$ cat src/rtl/draw_region_array.sv
`default_nettype none
// ============================================================================
// Module   : draw_region_array
// Purpose  : Multi-window region detector for the VGA drawing path. Holds
//            NUM_REGIONS programmable rectangles (filled or hollow border)
//            in a shadow bank. The shadow bank is copied into the active bank
//            at a frame start once a commit has been requested, so a frame
//            is never drawn from a half-updated set of rectangles. The
//            per-pixel hit test runs as a 2-stage pipeline.
// Ports    : clk_i / rst_n_i        pixel clock, synchronous active-low reset
//            pix_valid_i, x_i, y_i  pixel stream in
//            frame_start_i          frame boundary strobe (blanking)
//            cfg_*                  shadow write port (valid/ready) + commit
//            hit_o, any_o, idx_o    per-region hit, OR of hits, lowest hit
//            valid_o                pix_valid_i delayed by 2 cycles
// Revision : 1.0 - initial release
// ============================================================================
module draw_region_array #(
    parameter int NUM_REGIONS  = 4,
    parameter int X_W          = 10,
    parameter int Y_W          = 9,
    parameter int WindowWidth  = 640,
    parameter int WindowHeight = 480,
    parameter int BORDER_W     = 4,
    localparam int IDX_W       = (NUM_REGIONS > 1) ? $clog2(NUM_REGIONS) : 1
) (
    input  logic                   clk_i,
    input  logic                   rst_n_i,
    input  logic                   pix_valid_i,
    input  logic [X_W-1:0]         x_i,
    input  logic [Y_W-1:0]         y_i,
    input  logic                   frame_start_i,
    input  logic                   cfg_valid_i,
    output logic                   cfg_ready_o,
    input  logic [IDX_W-1:0]       cfg_idx_i,
    input  logic [X_W-1:0]         cfg_x0_i,
    input  logic [X_W-1:0]         cfg_x1_i,
    input  logic [Y_W-1:0]         cfg_y0_i,
    input  logic [Y_W-1:0]         cfg_y1_i,
    input  logic                   cfg_en_i,
    input  logic                   cfg_border_i,
    input  logic                   cfg_commit_i,
    output logic [NUM_REGIONS-1:0] hit_o,
    output logic                   any_o,
    output logic [IDX_W-1:0]       idx_o,
    output logic                   valid_o
);

    localparam logic [X_W-1:0] c_rst_x1  = X_W'(WindowWidth);
    localparam logic [Y_W-1:0] c_rst_y1  = Y_W'(WindowHeight);
    // Border thickness at one bit wider than the coordinates so that the
    // inner-edge sums/differences cannot wrap.
    localparam logic [X_W:0]   c_bx      = (X_W+1)'(BORDER_W);
    localparam logic [Y_W:0]   c_by      = (Y_W+1)'(BORDER_W);

    localparam logic [0:0]     c_st_idle = 1'b0;
    localparam logic [0:0]     c_st_pend = 1'b1;

    // ------------------------------------------------------------------
    // Region banks
    // ------------------------------------------------------------------
    logic [X_W-1:0]         r_shd_x0 [NUM_REGIONS];
    logic [X_W-1:0]         r_shd_x1 [NUM_REGIONS];
    logic [Y_W-1:0]         r_shd_y0 [NUM_REGIONS];
    logic [Y_W-1:0]         r_shd_y1 [NUM_REGIONS];
    logic [NUM_REGIONS-1:0] r_shd_en;
    logic [NUM_REGIONS-1:0] r_shd_bd;

    logic [X_W-1:0]         r_act_x0 [NUM_REGIONS];
    logic [X_W-1:0]         r_act_x1 [NUM_REGIONS];
    logic [Y_W-1:0]         r_act_y0 [NUM_REGIONS];
    logic [Y_W-1:0]         r_act_y1 [NUM_REGIONS];
    logic [NUM_REGIONS-1:0] r_act_en;
    logic [NUM_REGIONS-1:0] r_act_bd;

    // ------------------------------------------------------------------
    // Commit FSM
    // ------------------------------------------------------------------
    logic [0:0] r_state;
    logic [0:0] w_state_next;
    logic       w_cfg_ready;
    logic       w_copy;

    always_ff @(posedge clk_i) begin
        if (!rst_n_i) begin
            r_state <= c_st_idle;
        end else begin
            r_state <= w_state_next;
        end
    end

    always_comb begin
        w_state_next = r_state;
        case (r_state)
            c_st_idle: if (cfg_commit_i)  w_state_next = c_st_pend;
            c_st_pend: if (frame_start_i) w_state_next = c_st_idle;
            default:                      w_state_next = c_st_idle;
        endcase
    end

    // A commit seen together with frame_start in IDLE only arms the FSM;
    // the copy is performed by the next frame_start seen in PENDING.
    always_comb begin
        w_cfg_ready = (r_state == c_st_idle);
        w_copy      = (r_state == c_st_pend) && frame_start_i;
    end

    assign cfg_ready_o = w_cfg_ready;

    // Writes only happen in IDLE and copies only in PENDING, so the two never
    // collide. An index beyond NUM_REGIONS matches no region and is dropped.
    always_ff @(posedge clk_i) begin
        if (!rst_n_i) begin
            for (int i = 0; i < NUM_REGIONS; i++) begin
                r_shd_x0[i] <= '0;
                r_shd_y0[i] <= '0;
                r_shd_x1[i] <= (i == 0) ? c_rst_x1 : '0;
                r_shd_y1[i] <= (i == 0) ? c_rst_y1 : '0;
                r_act_x0[i] <= '0;
                r_act_y0[i] <= '0;
                r_act_x1[i] <= (i == 0) ? c_rst_x1 : '0;
                r_act_y1[i] <= (i == 0) ? c_rst_y1 : '0;
            end
            r_shd_en <= NUM_REGIONS'(1);
            r_act_en <= NUM_REGIONS'(1);
            r_shd_bd <= '0;
            r_act_bd <= '0;
        end else begin
            for (int i = 0; i < NUM_REGIONS; i++) begin
                if (cfg_valid_i && w_cfg_ready && (cfg_idx_i == IDX_W'(i))) begin
                    r_shd_x0[i] <= cfg_x0_i;
                    r_shd_x1[i] <= cfg_x1_i;
                    r_shd_y0[i] <= cfg_y0_i;
                    r_shd_y1[i] <= cfg_y1_i;
                    r_shd_en[i] <= cfg_en_i;
                    r_shd_bd[i] <= cfg_border_i;
                end
                if (w_copy) begin
                    r_act_x0[i] <= r_shd_x0[i];
                    r_act_x1[i] <= r_shd_x1[i];
                    r_act_y0[i] <= r_shd_y0[i];
                    r_act_y1[i] <= r_shd_y1[i];
                    r_act_en[i] <= r_shd_en[i];
                    r_act_bd[i] <= r_shd_bd[i];
                end
            end
        end
    end

    // ------------------------------------------------------------------
    // Per-region hit test (half-open bounds)
    // ------------------------------------------------------------------
    logic [NUM_REGIONS-1:0] w_hit;

    for (genvar gi = 0; gi < NUM_REGIONS; gi++) begin : g_region
        logic [X_W:0] w_xl;
        logic [X_W:0] w_xr;
        logic [Y_W:0] w_yl;
        logic [Y_W:0] w_yr;
        logic         w_inside;
        logic         w_edge;

        // x1-B / y1-B clamp at 0 instead of wrapping to a huge value.
        assign w_xl = {1'b0, r_act_x0[gi]} + c_bx;
        assign w_yl = {1'b0, r_act_y0[gi]} + c_by;
        assign w_xr = ({1'b0, r_act_x1[gi]} >= c_bx) ? ({1'b0, r_act_x1[gi]} - c_bx) : '0;
        assign w_yr = ({1'b0, r_act_y1[gi]} >= c_by) ? ({1'b0, r_act_y1[gi]} - c_by) : '0;

        assign w_inside = r_act_en[gi]
                       && (x_i >= r_act_x0[gi]) && (x_i < r_act_x1[gi])
                       && (y_i >= r_act_y0[gi]) && (y_i < r_act_y1[gi]);

        assign w_edge = ({1'b0, x_i} < w_xl) || ({1'b0, x_i} >= w_xr)
                     || ({1'b0, y_i} < w_yl) || ({1'b0, y_i} >= w_yr);

        assign w_hit[gi] = w_inside && (!r_act_bd[gi] || w_edge);
    end

    // ------------------------------------------------------------------
    // Stage 1: registered compare results
    // ------------------------------------------------------------------
    logic [NUM_REGIONS-1:0] r_s1_hit;
    logic                   r_s1_valid;

    always_ff @(posedge clk_i) begin
        if (!rst_n_i) begin
            r_s1_hit   <= '0;
            r_s1_valid <= 1'b0;
        end else begin
            r_s1_hit   <= pix_valid_i ? w_hit : '0;
            r_s1_valid <= pix_valid_i;
        end
    end

    // ------------------------------------------------------------------
    // Stage 2: priority encode and output registers
    // ------------------------------------------------------------------
    logic [IDX_W-1:0] w_idx;

    // Scan downward so the lowest set index is the last one written.
    always_comb begin
        w_idx = '0;
        for (int i = NUM_REGIONS - 1; i >= 0; i--) begin
            if (r_s1_hit[i]) w_idx = IDX_W'(i);
        end
    end

    logic [NUM_REGIONS-1:0] r_hit;
    logic                   r_any;
    logic [IDX_W-1:0]       r_idx;
    logic                   r_valid;

    always_ff @(posedge clk_i) begin
        if (!rst_n_i) begin
            r_hit   <= '0;
            r_any   <= 1'b0;
            r_idx   <= '0;
            r_valid <= 1'b0;
        end else begin
            r_hit   <= r_s1_hit;
            r_any   <= |r_s1_hit;
            r_idx   <= w_idx;
            r_valid <= r_s1_valid;
        end
    end

    assign hit_o   = r_hit;
    assign any_o   = r_any;
    assign idx_o   = r_idx;
    assign valid_o = r_valid;

endmodule
`default_nettype wire

$ cat config.mk
export PLATFORM = sky130hd
export DESIGN_NAME = draw_region_array
export DESIGN_NICKNAME = d
export VERILOG_FILES = /design/src/rtl/draw_region_array.sv
export SDC_FILE = /design/constraint.sdc
export NUM_CORES = 1
export LEC_CHECK = 0
export CORE_ASPECT_RATIO = 0.75
export CORE_UTILIZATION = 55
export DETAILED_ROUTE_END_ITERATION = 6
export PLACE_DENSITY = 0.73
export RECOVER_POWER = 25
export SLEW_MARGIN = 20
export SYNTH_ARGS = -nofsm -noshare
export SYNTH_HDL_FRONTEND = slang
export SYNTH_SLANG_ARGS = --single-unit
$ cat constraint.sdc
create_clock -name clk_i -period 10.1 [get_ports clk_i]
set_clock_uncertainty 0.05 [all_clocks]
set_input_delay 1.01 -clock clk_i [delete_from_list [all_inputs] [get_ports clk_i]]
set_output_delay 1.01 -clock clk_i [all_outputs]
set_load 0.01 [all_outputs]
Word level (Yosys, flattened, before mapping)
Memories as Yosys holds them, arrays and structs flattened.
Cells that the tools add are included.
{"block": "word_totals", "regBits": 30, "inputBits": 67, "ramBits": 304, "output_inout_bits": 9, "memories": 8}
{"memory": "r_act_x0", "words": 4, "width": 10, "read_ports": 4, "rd_ports_with_merged_regs": 0, "write_ports": 4, "line": "69", "text": "logic [X_W-1:0] r_act_x0 [NUM_REGIONS];"}
{"memory": "r_act_x1", "words": 4, "width": 10, "read_ports": 4, "rd_ports_with_merged_regs": 0, "write_ports": 4, "line": "70", "text": "logic [X_W-1:0] r_act_x1 [NUM_REGIONS];"}
{"memory": "r_shd_x0", "words": 4, "width": 10, "read_ports": 4, "rd_ports_with_merged_regs": 0, "write_ports": 4, "line": "62", "text": "logic [X_W-1:0] r_shd_x0 [NUM_REGIONS];"}
{"memory": "r_shd_x1", "words": 4, "width": 10, "read_ports": 4, "rd_ports_with_merged_regs": 0, "write_ports": 4, "line": "63", "text": "logic [X_W-1:0] r_shd_x1 [NUM_REGIONS];"}
{"memory": "r_act_y0", "words": 4, "width": 9, "read_ports": 4, "rd_ports_with_merged_regs": 0, "write_ports": 4, "line": "71", "text": "logic [Y_W-1:0] r_act_y0 [NUM_REGIONS];"}
{"memory": "r_act_y1", "words": 4, "width": 9, "read_ports": 4, "rd_ports_with_merged_regs": 0, "write_ports": 4, "line": "72", "text": "logic [Y_W-1:0] r_act_y1 [NUM_REGIONS];"}
{"memory": "2 more memories"}
{"block": "classes", "n_bitwise": 34, "n_eq_ne": 3, "magnitude_cmp": 40, "n_reduce_logical": 51, "mux": 62, "n_addsub": 16}
{"op": "10-bit two-way mux", "count": 20}
{"op": "9-bit two-way mux", "count": 16}
{"op": "10-bit by 3-bit adder with 11-bit output, second input constant", "count": 4}
{"op": "10-bit by 11-bit greater-or-equal comparator with 1-bit output", "count": 4}
{"op": "10-bit by 11-bit < comparator with 1-bit output", "count": 4}
{"op": "11-bit two-way mux", "count": 4}
{"op": "10-bit by 3-bit subtractor with 11-bit output, second input constant", "count": 4}
{"op": "9-bit by 3-bit adder with 10-bit output, second input constant", "count": 4}
{"op": "10-bit greater-or-equal comparator", "count": 4}
{"op": "10-bit by 3-bit greater-or-equal comparator with 1-bit output, second input constant", "count": 4}
{"op": "9-bit by 10-bit greater-or-equal comparator with 1-bit output", "count": 4}
{"op": "10-bit < comparator", "count": 4}
{"op": "9-bit by 10-bit < comparator with 1-bit output", "count": 4}
{"op": "9-bit by 3-bit subtractor with 10-bit output, second input constant", "count": 4}
{"op": "9-bit by 3-bit greater-or-equal comparator with 1-bit output, second input constant", "count": 4}
{"op": "9-bit greater-or-equal comparator", "count": 4}
{"op": "9-bit < comparator", "count": 4}
{"op": "1-bit bitwise OR", "count": 32}
{"op": "1-bit logical AND", "count": 26}
{"op": "1-bit two-way mux", "count": 19}
{"op": "1-bit logical OR", "count": 16}
{"op": "2-bit == test, second input constant", "count": 2}
{"op": "1-bit logical NOT", "count": 4}
{"op": "2-bit two-way mux", "count": 2}
{"op": "other kinds (8)", "count": 9}

Depth between registers and ports, before layout
An unclocked memory read counts as a cell.
{"block": "logic_depth", "depth_word": 9, "ltp_mapped": 13, "ltp_nobuf": 13}

Least setup slack after synthesis
Ideal clock, no wire load.
{"block": "synth_path", "kind": "input-to-reg", "from": "in rst_n_i", "to": "mem r_act_x0[0][0], enable pin", "path_slack_ns": 5.311, "arrival_time_ns": 4.233, "path_buffers": 0, "path_stages": 3, "setup_time_ns": 0.505, "path_cell_list": "inv_2 a21oi_1 inv_1"}
{"element": "start: declaration", "line": "28", "text": "input logic rst_n_i,"}
{"element": "end: declaration", "line": "69"}

==> flow_metrics.py <==
metrics = {
    "clocking": {
        "cts_max_level": 2,
        "root_buffer": "clkbuf_16",
        "cts_setup_buffers": 0,
        "cts_tree": "built",
        "clock-sinks": 334,
        "cts_buffers": 35,
        "ctsHoldBuffers": 0,
        "clock_latency_ps": 520,
        "cts_buffer_depth": 3,
        "path_clk_slew_ps": 60,
        "cts_resized": 0,
    },
    "detailed_routing": {
        "drt_iter0_drc": 1328,
        "vias": 14715,
        "viasPerCell": 5.89,
        "ant_nets": 0,
        "drt-wirelength-per-cell_um": 21.7,
        "drt_wl_total_mm": 54.1,
        "first_pass_iters": 7,
        "drc": 0,
    },
    "synth": {
        "yosysTopAreaCellShare_pct": 44.1,
        "synth_top_family_by_area": "adder cells",
        "synth_edf_count": 304,
        "syn-cell-area_um2": 20700,
        "synth-seq-cells": 334,
        "synth_compound_area_share_pct": 9.32,
        "yosysSeqAreaShare_pct": 47.0,
        "synth_fp_nets": 2254,
        "synth.area.top_cells": "edfxtp_1 44%, ha_1 18%, and2_1 8.0%, inv_1 3.0%, xnor2_1 2.9%",
        "muxShareOfSynthArea_pct": 0.145,
        "syn_inst": 1883,
        "synth.distinct_cells": 63,
        "synth_fa_ha_area_share_pct": 18.4,
        "synth-xor-area-share_pct": 3.26,
        "yosysWarnings": 0,
        "synth-simple-area-share_pct": 18.1,
        "syn_area_per_cell_um2": 11.0,
        "async_reset_ff_share_pct": 0,
        "synthFlopType": "edfxtp_1",
        "synth_top_cell_by_area": "edfxtp_1",
    },
    "die": {
        "dieHeight_um": 170,
        "die_area_um2": 38400,
        "coreArea_um2": 37100,
        "io_pins": 76,
        "num_rows": 61,
        "die_w_um": 226,
        "initial_core_util_pct": 55.8,
    },
    "timing": {
        "drv_slew": 90,
        "fin_crit_sh_pct": 57.4,
        "maxSlewHeadroom_pct": -55.6,
        "post-route-min-period_ps": 5800,
        "rsz0062_at_grt": "no",
        "setup_viol": 0,
        "tightest_slew_ps": 2330,
        "hold_viol_final": 0,
        "finalSetupTns_ps": 0,
        "fmax_mhz": 172,
    },
    "grt": {
        "grt_pass1_wl_mm": 82.4,
        "grt_max_degree": 94,
        "grtUsageTotal_pct": 28.7,
        "grt_pass1_vias": 14102,
        "antenna_found_initial": 2,
        "globalRouteOverflowTotal": 0,
    },
    "placement": {
        "gp_congestion": 0.900,
        "hpwl_mm": 38.7,
        "port_buffers": 75,
    },
    "run_status": {
        "outcome": "finished, violations left",
        "violations": "max-capacitance violations, max-slew violations",
    },
    "power_and_ir_drop": {
        "p_per_area_nw_per_um2": 148,
        "total_power_w": 0.00344,
        "vdd_drop_max_uv": 105,
        "p_leak_nw": 9.74,
    },
    "flow_run": {
        "cap_violations": 2,
    },
    "finish": {
        "layout-drive-gt1-share_pct": 4.16,
        "layout_common_cells": "304 x ha_1, 304 x edfxtp_1, 247 x and2_1",
        "diodes": 0,
        "syn2layout_area_growth_pct": 12.4,
        "nets": 2341,
    },
    "worst_setup_path": {
        "critPathCaptureType": "register",
        "critPathRequiredTime_ps": 10430,
        "arrival_ps": 6130,
        "critPathLaunch": "rst_n_i",
        "path_max_fanout": 93,
        "criticalPathCategory": "in -> reg",
        "reg2reg_from": "r_act_y1[3][2]$_SDFFCE_PN0P_",
        "cp-start-kind": "primary input",
    },
    "min_path": {
        "hold_start": "r_s1_valid$_SDFF_PN0_",
        "min_path_type": "reg -> reg",
    },
}
==> area by class of cell <==
class	count	area (um2)
well taps	504	631
flip-flops and latches	334	9730
clock buffers	51	1070
fillers	2983	13800
inverters	165	624
multi-input cells	1342	10200
repair buffers	92	887
clock inverters	11	86.3
==> flip-flops by register name (all words and copies together) (netlist names), 36 cells and up <==
| signal | cells |
|---|---|
| r_act_x0 | 40 |
| r_act_x1 | 40 |
| r_shd_x0 | 40 |
| r_shd_x1 | 40 |
| r_act_y0 | 36 |
| r_act_y1 | 36 |
| r_shd_y0 | 36 |
| r_shd_y1 | 36 |
==> path summary, 6_finish.rpt <==
kind,endpoint,slack [ps],cells past startpoint
hold reg to reg,valid_o$_SDFF_PN0_,430,1
hold / removal,valid_o$_SDFF_PN0_,430,1
setup / recovery,r_act_x0[0][13]$_SDFFCE_PN0P_,4300,7
setup reg to reg,r_s1_hit[3]$_SDFF_PN0_,6650,13
==> per-stage QoR <==
| step | instances | utilization (%) | setup slack, ps | hold WS [ps] | cell area, um2 |
|---|---|---|---|---|---|
| after CTS | 2498 | 62.7 | 6230 | 424 | 23200 |
| after global routing | 2499 | 62.7 | 3860 | 454 | 23300 |
| after global placement | 2436 | 59.5 | 5790 | 384 | 22100 |
| final | 2499 | 62.7 | 4300 | 433 | 23300 |
| after detailed placement | 2436 | 59.5 | 5690 | 402 | 22100 |
| after floorplan | 1883 | - | 5310 | 362 | 20700 |
==> report_power, final <==
part	leakage, nW	internal [W]	switching [W]
combinational	5.78	0.000206	0.000306
sequential	3.39	0.00158	0.0000468
clock	0.566	0.000764	0.000536
total	9.74	0.00255	0.000889
==> critical path, stage by stage <==
cell	delay [ps]
dlygate4sd3_1	530
clkbuf_1	1660
inv_1	640
nor2_1	990
buf_12	290
buf_4	690
and2_1	230
==> routing by layer <==
layer	part of all wire, %	GRT usage (%)	vias to the layer above
met5	0	0	-
met4	1.4	5.53	0
met3	9.3	5.49	64
met2	43	43.4	555
met1	46	42.8	7120
li1	-	-	6976
==> synth_stat cells, types with 8 or more instances <==
cell type	instances
nor2b_1	20
nor4_1	13
inv_1	164
nand2_1	102
edfxtp_1	304
nor3_1	33
a21oi_1	75
ha_1	304
o211ai_1	14
a2111oi_0	11
and3_1	52
xnor2_1	69
a31oi_1	9
clkbuf_1	40
xor2_1	8
or3_1	11
a211o_1	8
a22o_1	8
o21a_1	17
and2_1	264
dfxtp_1	30
nand3_1	45
nand2b_1	40
nand4_1	13
nor2_1	52
o21ai_0	51
a21o_1	18
a211oi_1	19
==> cells by family (layout without fill, tap and decap cells) <==
group                    Yosys count  in the layout
AO/OA/AOI/OAI                    288            288
flip-flops                       334            334
XOR/XNOR                          77             77
buffers and inverters            207            319
AND/OR/NAND/NOR                  670            670
multiplexers                       3              3
adder cells (fa/ha/maj)          304            304
No activity file was read; power rests on OpenSTA's default activity.
